### src/rtl/flash_ctrl_pkg.sv
// flash_ctrl_pkg: shared types and defaults for the 8x8 flash array sequencer.
//   - op_t     : command opcodes (READ / PROGRAM / ERASE / NOP)
//   - state_t  : sequencer states
//   - cmd_t    : registered command (op, row, data)
//   - drive_t  : all array-side digital enables, registered as one bundle
//   - drive_of : array drives implied by a state and the command being run
package flash_ctrl_pkg;

    localparam int T_SETUP_DEF   = 4;
    localparam int T_PGM_DEF     = 16;
    localparam int T_ERS_DEF     = 32;
    localparam int T_SENSE_DEF   = 4;
    localparam int T_RECOV_DEF   = 2;
    localparam int MAX_RETRY_DEF = 3;

    typedef enum logic [1:0] {
        OP_READ    = 2'd0,
        OP_PROGRAM = 2'd1,
        OP_ERASE   = 2'd2,
        OP_NOP     = 2'd3
    } op_t;

    typedef enum logic [2:0] {
        ST_IDLE, ST_SETUP, ST_PULSE, ST_SENSE1, ST_SENSE2, ST_LATCH, ST_RECOV, ST_DONE
    } state_t;

    typedef struct packed {
        op_t        op;
        logic [2:0] row;   // [2] = block, [1:0] = word line
        logic [7:0] data;
    } cmd_t;

    typedef struct packed {
        logic [1:0] ssl_en;
        logic [1:0] gsl_en;
        logic [7:0] wl_sel;
        logic [7:0] bl_en;
        logic       hv_pgm;
        logic       hv_ers;
        logic       sen1;
        logic       sen2;
        logic [3:0] out_en;
    } drive_t;

    function automatic int max2(int a, int b);
        return (a > b) ? a : b;
    endfunction

    function automatic drive_t drive_of(state_t st, cmd_t cmd);
        drive_t d;
        logic   sel;
        d   = '0;
        // Selects stay up from SETUP through LATCH so the string path is
        // stable for the whole pulse or sense window.
        sel = (cmd.op != OP_NOP) &&
              (st inside {ST_SETUP, ST_PULSE, ST_SENSE1, ST_SENSE2, ST_LATCH});
        if (sel) begin
            d.ssl_en[cmd.row[2]] = 1'b1;
            d.gsl_en[cmd.row[2]] = 1'b1;
            // Erase works on the whole block through the well, no WL select.
            if (cmd.op != OP_ERASE) d.wl_sel[cmd.row] = 1'b1;
        end
        case (st)
            ST_PULSE: begin
                if (cmd.op == OP_PROGRAM) begin
                    d.hv_pgm = 1'b1;
                    d.bl_en  = ~cmd.data;
                end else if (cmd.op == OP_ERASE) begin
                    d.hv_ers = 1'b1;
                end
            end
            ST_SENSE1: d.sen1   = 1'b1;
            ST_SENSE2: d.sen2   = 1'b1;
            ST_LATCH:  d.out_en = 4'hF;
            default: ;
        endcase
        return d;
    endfunction

endpackage

### src/rtl/flash_array_ctrl_if.sv
// flash_array_ctrl_if: command/response handshake of the flash sequencer.
//   cmd_valid/cmd_ready, cmd_op[1:0], cmd_row[2:0], cmd_data[7:0]
//   rsp_valid/rsp_ready, rsp_data[7:0], rsp_fail
//   master = requester (bus/IO logic), slave = flash_array_ctrl
interface flash_array_ctrl_if;
    logic       cmd_valid;
    logic       cmd_ready;
    logic [1:0] cmd_op;
    logic [2:0] cmd_row;
    logic [7:0] cmd_data;
    logic       rsp_valid;
    logic       rsp_ready;
    logic [7:0] rsp_data;
    logic       rsp_fail;

    modport master (
        output cmd_valid, cmd_op, cmd_row, cmd_data, rsp_ready,
        input  cmd_ready, rsp_valid, rsp_data, rsp_fail
    );

    modport slave (
        input  cmd_valid, cmd_op, cmd_row, cmd_data, rsp_ready,
        output cmd_ready, rsp_valid, rsp_data, rsp_fail
    );
endinterface

### src/rtl/flash_phase_timer.sv
// flash_phase_timer: loadable down-counter timing each sequencer phase.
//   clk, rst_n    : clock, async active-low reset
//   load/load_val : load N-1 when entering a timed phase
//   cnt           : current count
//   done          : count has reached 0 (phase ends on this cycle's edge)
module flash_phase_timer #(
    parameter int CNT_W = 6
) (
    input  logic             clk,
    input  logic             rst_n,
    input  logic             load,
    input  logic [CNT_W-1:0] load_val,
    output logic [CNT_W-1:0] cnt,
    output logic             done
);

    always_ff @(posedge clk or negedge rst_n) begin
        if (!rst_n)            cnt <= '0;
        else if (load)         cnt <= load_val;
        else if (cnt != '0)    cnt <= cnt - 1'b1;
    end

    assign done = (cnt == '0);

endmodule

### src/rtl/flash_array_ctrl.sv
// flash_array_ctrl: sequencer for the 8x8 NAND-style flash array macro.
//   wb_clk_i, wb_rst_n : clock, async active-low reset
//   bus (slave)        : command / response handshake
//   busy               : sequencer not idle
//   ssl_en, gsl_en     : string/ground select per block
//   wl_sel             : one-hot word line, index = block*4+wl
//   bl_en              : bit-line program drive (only while hv_pgm)
//   hv_pgm, hv_ers     : program / erase high-voltage enables
//   sen1, sen2, out_en : sense phases and array output enables
//   sense_in           : array read data
// Optional macro FLASH_CTRL_VERIFY_EN adds program-verify with up to
// MAX_RETRY extra pulses; without it rsp_fail is tied 0.
module flash_array_ctrl
    import flash_ctrl_pkg::*;
#(
    parameter int T_SETUP   = T_SETUP_DEF,
    parameter int T_PGM     = T_PGM_DEF,
    parameter int T_ERS     = T_ERS_DEF,
    parameter int T_SENSE   = T_SENSE_DEF,
    parameter int T_RECOV   = T_RECOV_DEF
`ifdef FLASH_CTRL_VERIFY_EN
    , parameter int MAX_RETRY = MAX_RETRY_DEF
`endif
) (
    input  logic                wb_clk_i,
    input  logic                wb_rst_n,
    flash_array_ctrl_if.slave   bus,
    output logic                busy,
    output logic [1:0]          ssl_en,
    output logic [1:0]          gsl_en,
    output logic [7:0]          wl_sel,
    output logic [7:0]          bl_en,
    output logic                hv_pgm,
    output logic                hv_ers,
    output logic                sen1,
    output logic                sen2,
    output logic [3:0]          out_en,
    input  logic [7:0]          sense_in
);

    localparam int T_MAX = max2(max2(max2(T_SETUP, T_PGM), max2(T_ERS, T_SENSE)), T_RECOV);
    localparam int CNT_W = $clog2(T_MAX) + 1;

    state_t             state, ns;
    cmd_t               cmd_q, cmd_nx;
    drive_t             drv;
    logic               cmd_ready_q, rsp_valid_q;
    logic [7:0]         rsp_data_q;
    logic               nop_pend;     // reserved op waits one cycle in IDLE
    logic               accept;
    logic               tmr_load, tmr_done;
    logic [CNT_W-1:0]   tmr_val, tmr_cnt;
    logic               vfy;          // current SETUP..RECOV pass is a verify read

`ifdef FLASH_CTRL_VERIFY_EN
    localparam int RTY_W = $clog2(MAX_RETRY + 2);
    logic [RTY_W-1:0]   retry;
    logic               rsp_fail_q;
    logic               vfy_pass;
    logic               vfy_q;
    assign vfy      = vfy_q;
    // Every cell targeted by a 0 in the data must have read back 0.
    assign vfy_pass = ((rsp_data_q | cmd_q.data) == cmd_q.data);
`else
    assign vfy = 1'b0;
`endif

    assign accept = bus.cmd_valid && cmd_ready_q;
    assign cmd_nx = accept ? cmd_t'{op: op_t'(bus.cmd_op), row: bus.cmd_row, data: bus.cmd_data}
                           : cmd_q;

    flash_phase_timer #(.CNT_W(CNT_W)) u_timer (
        .clk      (wb_clk_i),
        .rst_n    (wb_rst_n),
        .load     (tmr_load),
        .load_val (tmr_val),
        .cnt      (tmr_cnt),
        .done     (tmr_done)
    );

    always_comb begin
        ns       = state;
        tmr_load = 1'b0;
        tmr_val  = '0;
        case (state)
            ST_IDLE: begin
                if (nop_pend) begin
                    ns = ST_DONE;
                end else if (accept && op_t'(bus.cmd_op) != OP_NOP) begin
                    ns       = ST_SETUP;
                    tmr_load = 1'b1;
                    tmr_val  = CNT_W'(T_SETUP - 1);
                end
            end
            ST_SETUP: if (tmr_done) begin
                tmr_load = 1'b1;
                if (cmd_q.op == OP_READ || vfy) begin
                    ns      = ST_SENSE1;
                    tmr_val = CNT_W'(T_SENSE - 1);
                end else begin
                    ns      = ST_PULSE;
                    tmr_val = (cmd_q.op == OP_PROGRAM) ? CNT_W'(T_PGM - 1) : CNT_W'(T_ERS - 1);
                end
            end
            ST_PULSE: if (tmr_done) begin
                ns       = ST_RECOV;
                tmr_load = 1'b1;
                tmr_val  = CNT_W'(T_RECOV - 1);
            end
            ST_SENSE1: if (tmr_done) begin
                ns       = ST_SENSE2;
                tmr_load = 1'b1;
                tmr_val  = CNT_W'(T_SENSE - 1);
            end
            ST_SENSE2: if (tmr_done) begin
                ns       = ST_LATCH;
                tmr_load = 1'b1;
                tmr_val  = '0;
            end
            ST_LATCH: if (tmr_done) begin
                ns       = ST_RECOV;
                tmr_load = 1'b1;
                tmr_val  = CNT_W'(T_RECOV - 1);
            end
            ST_RECOV: if (tmr_done) begin
                ns = ST_DONE;
`ifdef FLASH_CTRL_VERIFY_EN
                // After a pulse: verify. After a failed verify: pulse again
                // while retries remain.
                if (cmd_q.op == OP_PROGRAM &&
                    (!vfy || (!vfy_pass && retry < RTY_W'(MAX_RETRY)))) begin
                    ns       = ST_SETUP;
                    tmr_load = 1'b1;
                    tmr_val  = CNT_W'(T_SETUP - 1);
                end
`endif
            end
            ST_DONE: if (bus.rsp_ready) ns = ST_IDLE;
            default: ns = ST_IDLE;
        endcase
    end

    // Outputs are registered from the next state so every drive changes on
    // the same edge as the state it belongs to.
    always_ff @(posedge wb_clk_i or negedge wb_rst_n) begin
        if (!wb_rst_n) begin
            state       <= ST_IDLE;
            cmd_q       <= '0;
            drv         <= '0;
            cmd_ready_q <= 1'b1;
            rsp_valid_q <= 1'b0;
            rsp_data_q  <= '0;
            busy        <= 1'b0;
            nop_pend    <= 1'b0;
`ifdef FLASH_CTRL_VERIFY_EN
            vfy_q       <= 1'b0;
            retry       <= '0;
            rsp_fail_q  <= 1'b0;
`endif
        end else begin
            state       <= ns;
            drv         <= drive_of(ns, cmd_nx);
            cmd_ready_q <= (ns == ST_IDLE) && !accept;
            rsp_valid_q <= (ns == ST_DONE);
            busy        <= (ns != ST_IDLE);
            nop_pend    <= accept && (op_t'(bus.cmd_op) == OP_NOP);
            if (accept) begin
                cmd_q      <= cmd_nx;
                rsp_data_q <= '0;
            end
            if (state == ST_LATCH) rsp_data_q <= sense_in;
`ifdef FLASH_CTRL_VERIFY_EN
            if (accept) begin
                vfy_q      <= 1'b0;
                retry      <= '0;
                rsp_fail_q <= 1'b0;
            end
            if (state == ST_RECOV && tmr_done && cmd_q.op == OP_PROGRAM) begin
                if (!vfy_q) begin
                    vfy_q <= 1'b1;
                end else if (!vfy_pass) begin
                    if (retry < RTY_W'(MAX_RETRY)) begin
                        vfy_q <= 1'b0;
                        retry <= retry + 1'b1;
                    end else begin
                        rsp_fail_q <= 1'b1;
                    end
                end
            end
`endif
        end
    end

    assign bus.cmd_ready = cmd_ready_q;
    assign bus.rsp_valid = rsp_valid_q;
    assign bus.rsp_data  = rsp_data_q;
`ifdef FLASH_CTRL_VERIFY_EN
    assign bus.rsp_fail  = rsp_fail_q;
`else
    assign bus.rsp_fail  = 1'b0;
`endif

    assign ssl_en = drv.ssl_en;
    assign gsl_en = drv.gsl_en;
    assign wl_sel = drv.wl_sel;
    assign bl_en  = drv.bl_en;
    assign hv_pgm = drv.hv_pgm;
    assign hv_ers = drv.hv_ers;
    assign sen1   = drv.sen1;
    assign sen2   = drv.sen2;
    assign out_en = drv.out_en;

endmodule

### src/flat_wrapper.sv
// flat-port wrapper written by rule: the top's interface ports become plain ports
module flash_array_ctrl_flat import flash_ctrl_pkg::*;
#(
    parameter int T_SETUP   = T_SETUP_DEF,
    parameter int T_PGM     = T_PGM_DEF,
    parameter int T_ERS     = T_ERS_DEF,
    parameter int T_SENSE   = T_SENSE_DEF,
    parameter int T_RECOV   = T_RECOV_DEF

)
  (wb_clk_i, wb_rst_n, busy, ssl_en, gsl_en, wl_sel, bl_en, hv_pgm, hv_ers, sen1, sen2, out_en, sense_in, bus_cmd_valid, bus_cmd_op, bus_cmd_row, bus_cmd_data, bus_rsp_ready, bus_cmd_ready, bus_rsp_valid, bus_rsp_data, bus_rsp_fail);
  flash_array_ctrl_if bus_i ();
  input  logic wb_clk_i;
  input  logic wb_rst_n;
  output logic busy;
  output logic [1:0] ssl_en;
  output logic [1:0] gsl_en;
  output logic [7:0] wl_sel;
  output logic [7:0] bl_en;
  output logic hv_pgm;
  output logic hv_ers;
  output logic sen1;
  output logic sen2;
  output logic [3:0] out_en;
  input  logic [7:0] sense_in;
  input wire logic [$bits(bus_i.cmd_valid)-1:0] bus_cmd_valid;
  input wire logic [$bits(bus_i.cmd_op)-1:0] bus_cmd_op;
  input wire logic [$bits(bus_i.cmd_row)-1:0] bus_cmd_row;
  input wire logic [$bits(bus_i.cmd_data)-1:0] bus_cmd_data;
  input wire logic [$bits(bus_i.rsp_ready)-1:0] bus_rsp_ready;
  output wire logic [$bits(bus_i.cmd_ready)-1:0] bus_cmd_ready;
  output wire logic [$bits(bus_i.rsp_valid)-1:0] bus_rsp_valid;
  output wire logic [$bits(bus_i.rsp_data)-1:0] bus_rsp_data;
  output wire logic [$bits(bus_i.rsp_fail)-1:0] bus_rsp_fail;
  assign bus_i.cmd_valid = bus_cmd_valid;
  assign bus_i.cmd_op = bus_cmd_op;
  assign bus_i.cmd_row = bus_cmd_row;
  assign bus_i.cmd_data = bus_cmd_data;
  assign bus_i.rsp_ready = bus_rsp_ready;
  assign bus_cmd_ready = bus_i.cmd_ready;
  assign bus_rsp_valid = bus_i.rsp_valid;
  assign bus_rsp_data = bus_i.rsp_data;
  assign bus_rsp_fail = bus_i.rsp_fail;
  flash_array_ctrl #(.T_SETUP(T_SETUP), .T_PGM(T_PGM), .T_ERS(T_ERS), .T_SENSE(T_SENSE), .T_RECOV(T_RECOV)) u_core (.wb_clk_i(wb_clk_i), .wb_rst_n(wb_rst_n), .bus(bus_i), .busy(busy), .ssl_en(ssl_en), .gsl_en(gsl_en), .wl_sel(wl_sel), .bl_en(bl_en), .hv_pgm(hv_pgm), .hv_ers(hv_ers), .sen1(sen1), .sen2(sen2), .out_en(out_en), .sense_in(sense_in));
endmodule
### config.mk
export PLATFORM = sky130hd
export DESIGN_NAME = flash_array_ctrl_flat
export DESIGN_NICKNAME = d
export VERILOG_FILES = /design/src/rtl/flash_ctrl_pkg.sv /design/src/rtl/flash_array_ctrl_if.sv /design/src/rtl/flash_phase_timer.sv /design/src/rtl/flash_array_ctrl.sv /design/src/flat_wrapper.sv
export SDC_FILE = /design/constraint.sdc
export NUM_CORES = 1
export LEC_CHECK = 0
export CAP_MARGIN = 20
export CORE_MARGIN = 4
export CORE_UTILIZATION = 46
export CTS_BUF_LIST = sky130_fd_sc_hd__clkbuf_8
export DETAILED_ROUTE_END_ITERATION = 6
export PLACE_DENSITY = 0.89
export SLEW_MARGIN = 40
export SYNTH_ARGS = -nofsm -noshare
export SYNTH_HDL_FRONTEND = slang
export SYNTH_SLANG_ARGS = --single-unit
### constraint.sdc
create_clock -name wb_clk_i -period 1.7 [get_ports wb_clk_i]
set_input_delay 0.425 -clock wb_clk_i [delete_from_list [all_inputs] [get_ports wb_clk_i]]
set_output_delay 0.425 -clock wb_clk_i [all_outputs]
set_load 0.005 [all_outputs]
### After elaboration in Yosys (flattened, before gate mapping)

Index checks and enable logic that the tools add are counted.

| cells by class | value |
|---|---|
| add/sub/neg operators | 1 |
| order comparisons | 4 |
| equality and inequality tests | 20 |
| mux-type cells | 40 |
| bitwise gates (word level) | 1 |
| reductions and logical operators | 19 |

Operators with widths:

| operator | count |
|---|---|
| 2-to-1 mux 6 bit | 5 |
| 2-to-1 mux 3 bit | 8 |
| 2-to-1 mux 8 bit | 3 |
| case mux 6 bit (4 select lines) | 1 |
| == test 3 bit, second input constant | 7 |
| case mux 3 bit (7 select lines) | 1 |
| 2-to-1 mux 13 bit | 1 |
| == test 3 x 2 -> 1 bit, second input constant | 4 |
| 2-to-1 mux 12 bit | 1 |
| 2-to-1 mux 1 bit | 11 |
| 2-to-1 mux 10 bit | 1 |
| 2-to-1 mux 9 bit | 1 |
| NOT 8 bit | 1 |
| logical AND 1 bit | 7 |
| == test 3 x 1 -> 1 bit, second input constant | 2 |
| logical NOT 3 bit | 2 |
| logical NOT 6 bit | 1 |
| != test 2 bit, second input constant | 3 |
| nonzero test 6 bit | 1 |
| subtractor 6 x 1 -> 6 bit, second input constant | 1 |
| 2-to-1 mux 5 bit | 1 |
| nonzero test 5 bit | 1 |
| OR reduction 5 bit | 1 |
| == test 2 x 1 -> 1 bit, second input constant | 2 |
| other kinds (15) | 18 |

| storage, ports and cells | value |
|---|---|
| bits in registers | 62 |
| input bits | 25 |
| output and inout bits | 40 |
| word-level logic and storage cells | 104 |

### Logic depth before layout (Yosys ltp)

| logic depth | value |
|---|---|
| word-level depth | 9 |
| mapped depth | 8 |
| mapped depth without buffers | 6 |

### Cells and area by module

A second synthesis with hierarchy kept.

| unflattened totals | value |
|---|---|
| cell total of the unflattened synthesis | 268 |
| area, all modules | 2,668.8 um^2 |

Modules (own cells, without submodules):

| module | times used | cells each | area an instance (um^2) | sequential area each (um^2) |
|---|---|---|---|---|
| flash_array_ctrl | 1 | 228 | 2,268.4 | 1,277.5 |
| flash_phase_timer | 1 | 40 | 400.4 | 150.1 |

### Worst setup path after synthesis

OpenSTA, ideal clock, no wires.

| timing path | value |
|---|---|
| path type | reg-to-reg |
| start point | register u_core.u_timer.cnt[0] |
| end point | register u_core.u_timer.cnt[1] |
| library setup time | 0.139 ns |
| arrival | 1.685 ns |
| data required time | 1.561 ns |
| slack | -0.123 ns |
| cell stages (with the launch flop) | 8 |
| buffers on the path | 1 |
| period minus slack after synthesis | 1.823 ns |
| cell sequence | dfrtp_1 > inv_1 > ha_1 > nand2b_1 > buf_2 > nor2_8 > and3_1 > or4_1 |

| on the way | value |
|---|---|
| longest elaborated chain between the ends | 4 |
| elaborated cells between the ends (all ways) | 11 |
| those cells by class | add/sub: 1; mux: 7; reduce/logical: 3 |

Ends and longest elaborated chain:

| element | line | text |
|---|---|---|
| start, declared | flash_phase_timer.sv:13 | `output logic [CNT_W-1:0] cnt,` |
| start signal, assigned | flash_phase_timer.sv:19 | `else if (load) cnt <= load_val;` |
| start signal, assigned | flash_phase_timer.sv:20 | `else if (cnt != '0) cnt <= cnt - 1'b1;` |
| parallel branches: the longest is 4 deep, another holds subtractor 6 x 1 -> 6 bit | n/a |  |

Several ways; the timed one is not identified. The select of a mux whose other input is x is not followed.
A chain may end at the register's enable or synchronous reset.

### Worst setup path after layout

| timing path | value |
|---|---|
| start point | register u_core.state[1] |
| end point | register u_core.drv, in the netlist u_core.hv_ers |

| on the way | value |
|---|---|
| longest elaborated chain between the ends | 5 |
| elaborated cells between the ends (all ways) | 20 |
| those cells by class | eq/ne: 8; mux: 10; reduce/logical: 2 |

Ends and longest elaborated chain:

| element | line | text |
|---|---|---|
| start, declared | flash_array_ctrl.sv:44 | `state_t state, ns;` |
| start signal, assigned | flash_array_ctrl.sv:161 | `state <= ns;` |
| == test 3 x 2 -> 1 bit, or another cell as far along | flash_array_ctrl.sv:85 | `case (state)` |
| OR reduction 2 bit (no source line) or 2-to-1 mux 3 bit (tied branches) | n/a |  |
| case mux 3 bit (7 select lines) (*) | flash_array_ctrl.sv:85 |  |
| == test 3 x 2 -> 1 bit (*) | flash_ctrl_pkg.sv:63 | `case (st)` |
| 2-to-1 mux 10 bit (*) | flash_ctrl_pkg.sv:63 |  |
| end signal, assigned | flash_array_ctrl.sv:162 | `drv <= drive_of(ns, cmd_nx);` |
| end, declared | flash_array_ctrl.sv:46 | `drive_t drv;` |

Every way passes the cells marked *; elsewhere a longest branch is shown, timed or not.

==> metrics.md <==
| Metric | Value |
|---|---|
| Status | finished, violations left |
| Violated checks | negative setup slack |
| Max FO, Critical Path | 10 |
| Slew Limit Fails | 0 |
| Initial antenna violation count | 0 |
| DRT Pass-1 Iters | 5 |
| Worst Setup Start Kind | flop |
| Synth Register Bits | 57 |
| Most common cell after layout, fill and taps aside | clkdlybuf4s50_1 |
| H-tree depth | 3 |
| Port Buffers | 63 |
| Vias per cell | approximately 5.7 |
| Largest net degree at the start of global routing | 58 |
| Rows | 27 |
| Yosys cell types | 56 |
| Area Overhead vs Synth | 51.8% |
| DP Worst Slack | -440 ps |
| Clock net sink count | 57 |
| Die Ht | 85.4 µm |
| Vias in the first global route | 2541 |
| Antenna Violating Nets Remaining | 0 |
| Pwr Density | between 1500 and 2000 nW/µm² |
| Clock-pin slew on the worst setup and hold paths | around 70 ps |
| Syn Std Cell Area | about 2800 µm² |
| Routed vias | ~2600 |
| CP Class | reg2reg |
| Post-route setup slack | -65.0 ps |
| Layout cells sized above 1 | 0.294 |
| Clk_skew | a little under 7 ps |
| CTS Buffer Depth | 2 |
| Final nets | about 400 |
| LEAKAGE | between 1.5 and 2 nW |
| Register area | between 1000 and 1500 µm² |
| Total I/O pin count | between 60 and 70 |
| Number of synthesized flops with an enable pin | 0 |
| Multi-input logic area | between 1000 and 1500 µm² |
| Number of DRC markers in iteration 0 | 243 |
| Initial core utilization | 0.488 |
| Die Area | 7290 µm² |
| Post-DR wirelength/cell | between 15 and 20 µm |
| WP buf/inv | 1 |
| CTS root buf | clkbuf_8 |
| CP max stage cell | dfrtp_1 |
| Worst Path Arrival | 2050 ps |
| Dpl cell area | 3630 µm² |
| Required time of the critical path | between 1500 and 2000 ps |
| Syn Inst Count | 280 |
| Global route overflow | 0 |
| CP top delay family | simple AND/OR/NAND/NOR gates |
| Fill count | about 350 |
| Syn Nets | around 310 |
| Max Fclk | 0.567 GHz |
| Core area | between 5000 and 6000 µm² |
| CTS tree | built |
| Commonest non-fill, non-tap cells in the layout | 56 x clkdlybuf4s50_1, 54 x dfrtp_1, 44 x nand2_1 |
| Total GRT Usage | 0.200 |
| Ys Warns | 0 |
| Max incr delay on CP | about 480 ps |
| CP Capture Type | flop |
| Register area share after synthesis | 0.518 |
| Routed WL | slightly above 8000 µm |
| Syn_area_per_cell | around 10 µm² |
| RSZ-0062 raised after global routing | true |
| Post-route cell area | around 4200 µm² |
| First-pass GRT wire length | 11300 µm |
| CTS buffer count | 9 |
| Final Setup Violations | 13 |
| Clk Latency, worst-skew pair | 340 ps |
| Max VDD drop | between 0.9 and 1 mV |
| # DRC | 0 |
| Routability cong. | roughly 0.85 |
| Placed wire-length estimate | around 4800 µm |
| Worst-path cell chain | buf_4 -> nor2b_1 -> nand3_2 -> a2111oi_2 -> and3_1 |
| Most used DFF post-synth | dfrtp_1 |
| Layout Utilization | 0.741 |
| Final Hold Vio Count | 0 |
| Antenna Cells | 0 |
| Die width | between 80 and 90 µm |
| Final Cycle Share | 1.04 |
| HP Class | in2async |
| Post-route minimum period | ~1800 ps |
| Async SR Flop Fraction | 1.00 |
| Final std cells w/o fill | between 400 and 500 |
| Dpl cells | 427 |
| Maxcap violations | 0 |
## worst paths after layout
check	start	end	slack, ps	depth (start not counted)
worst max-delay path	u_core.state[1]	u_core.hv_ers	-60	5
worst min-delay path	wb_rst_n	u_core.u_timer.cnt[3]	60	2
worst max register to register	u_core.state[1]	u_core.hv_ers	-60	5
worst min register to register	u_core.cmd_q[0]	u_core.cmd_q[0]	480	2
max in group asynchronous	wb_rst_n	u_core.bus.cmd_ready	1340	2
min in group wb_clk_i	u_core.cmd_q[0]	u_core.cmd_q[0]	480	2
## where the power goes
group	internal, W	switching [W]	total (W)
clock	0.000839	0.000593	0.00143
combinational	0.00168	0.00173	0.00341
sequential	0.00182	0.000368	0.00219
total	0.00434	0.00269	0.00703
## worst reg2reg max path, cell delays in order (launching register included)
cell	delay, ps
dfrtp_1	480
buf_4	220
nor2b_1	290
nand3_2	150
a2111oi_2	370
and3_1	200
## state kept, by name, indices dropped and copies added (netlist names)
signal and cells:
u_core.bl_en 8, u_core.bus.cmd_ready 1, u_core.bus.rsp_data 8, u_core.bus.rsp_valid 1, u_core.busy 1, u_core.cmd_q 13, u_core.gsl_en 2, u_core.hv_ers 1
u_core.hv_pgm 1, u_core.nop_pend 1, u_core.out_en 1, u_core.sen1 1, u_core.sen2 1, u_core.state 3, u_core.u_timer.cnt 6, u_core.wl_sel 8
## synthesized netlist by cell type, types with 2 or more instances
cell,number,area share
mux2i_1,2,0.0073
inv_1,14,0.019
nand3_1,12,0.022
a22oi_1,2,0.0055
buf_2,5,0.0091
a211o_1,2,0.0064
buf_6,3,0.012
o31ai_1,2,0.0055
mux2_2,3,0.012
or3_1,2,0.0045
a21oi_1,8,0.015
nor4_1,2,0.0045
nand4b_1,4,0.013
clkbuf_1,5,0.0068
nor2_1,19,0.026
o21ai_0,16,0.029
nor3_1,5,0.0091
xor2_1,2,0.0064
and3_1,5,0.011
o211ai_1,2,0.0055
a211oi_1,12,0.033
nand2b_1,8,0.018
nor2b_1,3,0.0068
dfrtp_1,56,0.51
buf_4,9,0.025
nand2_1,46,0.063
buf_1,2,0.0027
## area by class of cell
type | count | share of cell area
multi-input cells | 187 | 0.330
clock buffers | 9 | 0.0296
well taps | 72 | 0.0215
repair buffers | 107 | 0.240
clock inverters | 7 | 0.0245
flip-flops and latches | 57 | 0.342
inverters | 14 | 0.0126
## stage by stage
stage / TNS [ps] / total power (W) / hold WS (ps)
after floorplan: 0 / 0.00364 / 129
after global placement: -7480 / 0.00480 / 440
after detailed placement: -8520 / 0.00488 / 444
after CTS: -185 / 0.00648 / 74.6
after global routing: -2280 / 0.00741 / 83.7
final: -420 / 0.00703 / 62.6
## cells by family (layout without fill, tap and decap cells)
logic type	after synthesis	count (layout)	synth area share
AOI/OAI and AO/OA	59	61	0.158
xor gates and xnor gates	3	3	0.00954
adders and majority gates	1	1	0.00454
buffers and inverters	38	137	0.0745
DFF	57	57	0.518
muxes	5	5	0.0195
other	1	1	0.00136
and+or+nand+nor	116	116	0.214
## per-layer routing
| metal | global-route usage | wire, µm | vias up |
|---|---|---|---|
| li1 | - | - | 1162 |
| met1 | 0.237 | 3210 | 1249 |
| met2 | 0.338 | 4060 | 151 |
| met3 | 0.0437 | 592 | 22 |
| met4 | 0.105 | 233 | 0 |
| met5 | 0 | 0 | - |
## repair_timing
item | CTS | global route
endpoints found under the setup margin | 25 | 41
cloned | 0 | 2
pin swaps | 3 | 15
setup buffers | 3 | 6
resized for setup | 13 | 40
hold buffers | 0 | 0
(Power assumes the default switching activity.)
